## config.mk

```make
export PLATFORM = sky130hd
export DESIGN_NAME = ex_fp32
export DESIGN_NICKNAME = d
export VERILOG_FILES = /design/src/rtl/ex_fp32.sv
export SDC_FILE = /design/constraint.sdc
export NUM_CORES = 2
export LEC_CHECK = 0
export ABC_AREA = 1
export CAP_MARGIN = 20
export CORE_MARGIN = 2
export CORE_UTILIZATION = 45
export DETAILED_ROUTE_END_ITERATION = 16
export RECOVER_POWER = 100
export SLEW_MARGIN = 10
export SYNTH_ARGS = -nofsm -noshare
export SYNTH_HDL_FRONTEND = slang
export SYNTH_SLANG_ARGS = --single-unit
```

## constraint.sdc

```tcl
create_clock -name clk -period 29.5 [get_ports clk]
set_clock_uncertainty 0.1 [all_clocks]
set_input_delay 5.9 -clock clk [delete_from_list [all_inputs] [get_ports clk]]
set_output_delay 5.9 -clock clk [all_outputs]
set_load 0.1 [all_outputs]
```

## src/rtl/ex_fp32.sv

```systemverilog
// FP32 integer-power unit: S = in ** sel (sel unsigned, 0..31).
// Iterative: one FP32 multiply per busy cycle into an accumulator seeded with 1.0.
module ex_fp32 (
    input  logic        clk,
    input  logic        rst,
    input  logic        start,
    input  logic [31:0] in,
    input  logic [4:0]  sel,
    output logic [31:0] S,
    output logic        busy,
    output logic        done
);

    typedef enum logic {IDLE, RUN} state_t;

    state_t      state, state_n;
    logic [31:0] acc;
    logic [31:0] x;
    logic [4:0]  cnt;
    logic [31:0] prod;

    // Flush-to-zero FP32 multiply, round-to-nearest-even, canonical quiet NaN.
    function automatic logic [31:0] fpmul(input logic [31:0] a, input logic [31:0] b);
        logic               s;
        logic [7:0]         ea, eb;
        logic [22:0]        fa, fb;
        logic               a_zero, b_zero, a_inf, b_inf, a_nan, b_nan;
        logic [47:0]        p;
        logic [22:0]        frac;
        logic               g, st;
        logic [24:0]        m;
        logic [22:0]        frac_out;
        logic signed [10:0] e;
        logic [31:0]        r;
        begin
            s      = a[31] ^ b[31];
            ea     = a[30:23];
            eb     = b[30:23];
            fa     = a[22:0];
            fb     = b[22:0];
            a_zero = (ea == 8'h00);
            b_zero = (eb == 8'h00);
            a_inf  = (ea == 8'hFF) && (fa == '0);
            b_inf  = (eb == 8'hFF) && (fb == '0);
            a_nan  = (ea == 8'hFF) && (fa != '0);
            b_nan  = (eb == 8'hFF) && (fb != '0);

            p = {24'd0, 1'b1, fa} * {24'd0, 1'b1, fb};
            if (p[47]) begin
                frac = p[46:24];
                g    = p[23];
                st   = |p[22:0];
            end else begin
                frac = p[45:23];
                g    = p[22];
                st   = |p[21:0];
            end
            m = {2'b01, frac} + {24'd0, g & (st | frac[0])};
            // A rounding carry out of the mantissa leaves exactly 2^24, so shift and bump the exponent.
            frac_out = m[24] ? m[23:1] : m[22:0];
            e = $signed({3'b000, ea}) + $signed({3'b000, eb}) - 11'sd127
                + $signed({10'd0, p[47]}) + $signed({10'd0, m[24]});

            if (a_nan || b_nan)
                r = 32'h7FC00000;
            else if (a_inf || b_inf)
                r = (a_zero || b_zero) ? 32'h7FC00000 : {s, 8'hFF, 23'd0};
            else if (a_zero || b_zero)
                r = {s, 31'd0};
            else if (e >= 11'sd255)
                r = {s, 8'hFF, 23'd0};
            else if (e <= 11'sd0)
                r = {s, 31'd0};
            else
                r = {s, e[7:0], frac_out};
            return r;
        end
    endfunction

    assign prod = fpmul(acc, x);
    assign busy = (state == RUN);

    always_ff @(posedge clk or posedge rst) begin
        if (rst)
            state <= IDLE;
        else
            state <= state_n;
    end

    always_comb begin
        state_n = state;
        case (state)
            IDLE: if (start) state_n = RUN;
            RUN:  if (cnt == '0) state_n = IDLE;
            default: state_n = IDLE;
        endcase
    end

    always_ff @(posedge clk or posedge rst) begin
        if (rst) begin
            S    <= '0;
            done <= 1'b0;
            acc  <= '0;
            x    <= '0;
            cnt  <= '0;
        end else begin
            done <= 1'b0;
            if (state == IDLE) begin
                if (start) begin
                    x   <= in;
                    cnt <= sel;
                    acc <= 32'h3F800000;
                end
            end else if (cnt != '0) begin
                acc <= prod;
                cnt <= cnt - 5'd1;
            end else begin
                S    <= acc;
                done <= 1'b1;
            end
        end
    end

endmodule

```

==> flow_summary.yaml <==
setup_path:
  cp_data_required_time_ns: 29.66
  r2r_slack_ns: 17.27
  arrival_ns: 12.38
  worstSetupPathType: "reg2reg"
  r2r_cells: 50
  cp-endpoint: "acc[0]$_DFFE_PP0P_"
  r2r-start: "x[9]$_DFFE_PP0P_"
  slowest_delay_ns: 1.04
  critical_path_buf_inv_count: 10
  critPathSlowestCell: "dfrtp_1"
  cp.depth: 50
  crit_path_end_kind: "register"
  regToRegEndpoint: "acc[0]$_DFFE_PP0P_"
  path_max_fanout: 25
  critPathTopFamily: "adder cells"
  start_kind: "register"
  critPathMostFrequentCell: "nand2_1"
  setup.worst_path.start: "x[9]$_DFFE_PP0P_"
floorplan:
  ios: 74
  fp.dieH_um: 248
  die_width_um: 248
  die-area_um2: 61700
  rows: 89
  initial_core_util_pct: 45.6
  coreArea_um2: 59000
logic_synthesis:
  yosysTopAreaCell: "fa_1"
  ys_ff_latch: 103
  ys_types: 52
  ys_top_cells_by_area: "fa_1 (36%), inv_1 (16%), nand2_1 (14%), dfrtp_1 (9.6%), ha_1 (9.0%)"
  synth_fp_nets: 4392
  ys_seq_area_share_pct: 9.59
  synth.cell_area_um2: 26900
  synthFlopType: "dfrtp_1"
  async_flop_share_pct: 100
  synth_top_area_share_pct: 36.0
  synth_common_cells: "inv_1 (1,112), nand2_1 (1,036), fa_1 (483)"
  synth_edf_count: 0
  yosys_warnings: 0
  syn_inst: 3676
  synth_most_common_cell: "inv_1"
  syn_avg_cell_area_um2: 7.31
clock_tree:
  ctsResizeCount: 0
  insertion_delay_ns: 0.36
  cts_hold_buf: 0
  h-tree-depth: 3
  root_buffer: "clkbuf_16"
  clk_pin_slew_ns: 0.08
  postCtsSetupBuffers: 0
  clock-sinks: 103
  cts_buffers: 9
  cts.path.max_buffers: 2
  tritoncts: "yes"
place:
  place_congestion: 0.982
  place_area_um2: 28400
  io_buffer_count: 73
  place_ws_ns: 19.00
  hpwl_um: 62500
timing:
  max_slew_margin_pct: -128
  worst_pin_slew_ns: 3.42
  setup_viol: 0
  rsz0062_at_grt: "no"
  fmax_mhz: 81.8
  fin_tns_setup_ns: 0
  final_hold_viol_count: 0
  final-max-slew-violation-count: 247
  post-route-period-util_pct: 41.4
  worst_slack_ns: 17.27
  fin_crit_ns: 12.23
layout:
  antenna_cells: 0
  syn_to_final_growth_pct: 6.38
  nNetsFinal: 4391
  fin_area_um2: 28600
  final_util_pct: 48.5
  drive_above_1_share_pct: 4.59
global_routing:
  antenna_found_initial: 0
  grt_pass1_vias: 22200
  grt_max_degree: 63
  grt_pass1_wl_um: 123000
  grt.total_usage_pct: 25.2
  grt_overflow: 0
status:
  failed_checks: "max-capacitance violations, max-slew violations"
  outcome: "finished, violations left"
route:
  dr.pass1.iters: 8
  ant_nets: 0
  viasPerCell: 4.85
  wl_per_cell_um: 17.0
  drtIter0Drc: 1531
  wirelength_um: 75600
  num_vias: 21600
  drc_errors: 0
job:
  cap_violations: 5
min_path:
  min_path_type: "reg2reg"
-- per-layer routing --
metal,vias to the layer above,wire (um),global-route usage (%),share of wire [%]
li1,10400,-,-,-
met1,10600,33200,34.3,44
met2,496,37100,43.7,49
met3,88,3480,2.46,4.6
met4,0,1870,5.49,2.5
met5,-,0,0,0
-- how the worst min path moves through the flow --
| stage | startpoint | to | slack, ns | cells past startpoint |
|---|---|---|---|---|
| 4_1_cts | S[25]$_DFFE_PP0P_ | S[25]$_DFFE_PP0P_ | 0.39 | 2 |
| 2_1_floorplan | cnt[3]$_DFFE_PP0P_ | cnt[3]$_DFFE_PP0P_ | 0.39 | 2 |
| 6_report | S[25]$_DFFE_PP0P_ | S[25]$_DFFE_PP0P_ | 0.38 | 2 |
| 3_3_place_gp | S[4]$_DFFE_PP0P_ | S[4]$_DFFE_PP0P_ | 0.37 | 2 |
| 5_1_grt | S[14]$_DFFE_PP0P_ | S[14]$_DFFE_PP0P_ | 0.41 | 2 |
| 3_5_place_dp | S[14]$_DFFE_PP0P_ | S[14]$_DFFE_PP0P_ | 0.37 | 2 |
-- tightest hold or removal path: cells and delay by family, from the launching register on --
kind             cells  cell delay [ns]
flip-flops           1             0.35
AND/OR/NAND/NOR      2             0.10
-- state kept, by name (all words and copies together), names as in the netlist --
signal  flops
S          32
acc        32
busy        1
cnt         5
done        1
x          32
-- layout make-up --
type	instances	area, um2
Fill cell	6037	30400
Inverter	1124	4220
Timing Repair Buffer	116	1050
Clock inverter	7	78.8
Multi-Input combinational cell	2321	19500
Tap cell	773	967
Sequential cell	103	2580
Clock buffer	9	225
-- per-stage QoR --
step / std cells / hold WS [ns]
after floorplan: 3676 / 0.392
after global placement: 4435 / 0.366
after detailed placement: 4436 / 0.369
after CTS: 4452 / 0.390
after global routing: 4453 / 0.412
final: 4453 / 0.382
-- cells by family after synthesis --
family          after synthesis  synth area share (%)
simple gates               1413                  22.0
buf+inv                    1252                  17.7
fa+ha+maj                   676                  44.9
compound gates              173                  3.79
flops                       103                  9.59
xor+xnor                     49                  1.60
mux                          10                 0.419
-- placed cells by master (no fill, tap or decap), types with 3 or more instances in the layout --
| cell type | n |
|---|---|
| buf_4 | 37 |
| xnor2_1 | 15 |
| a21boi_0 | 3 |
| nand2_4 | 5 |
| clkbuf_1 | 4 |
| nand3_2 | 5 |
| clkdlybuf4s50_1 | 37 |
| nand2_2 | 44 |
| dfrtp_2 | 3 |
| ha_1 | 193 |
| o21ai_2 | 3 |
| o22ai_1 | 7 |
| nand3_1 | 88 |
| clkbuf_16 | 9 |
| o21ai_1 | 3 |
| xor2_1 | 34 |
| inv_2 | 9 |
| nor2_2 | 15 |
| o21ai_0 | 50 |
| nor3_1 | 20 |
| o22ai_2 | 6 |
| nor2_1 | 138 |
| o21bai_1 | 9 |
| nor2_4 | 5 |
| mux2_2 | 10 |
| inv_1 | 1112 |
| a21oi_1 | 76 |
| fa_1 | 483 |
| o211ai_1 | 3 |
| nand4_1 | 29 |
| nor4_1 | 11 |
| dlygate4sd3_1 | 36 |
| nand2_1 | 1042 |
| dfrtp_1 | 100 |
| a21oi_2 | 3 |
| inv_8 | 4 |
Power is not shown: default switching activity piles up to over one toggle a cycle in this logic, so the estimate is an artifact.
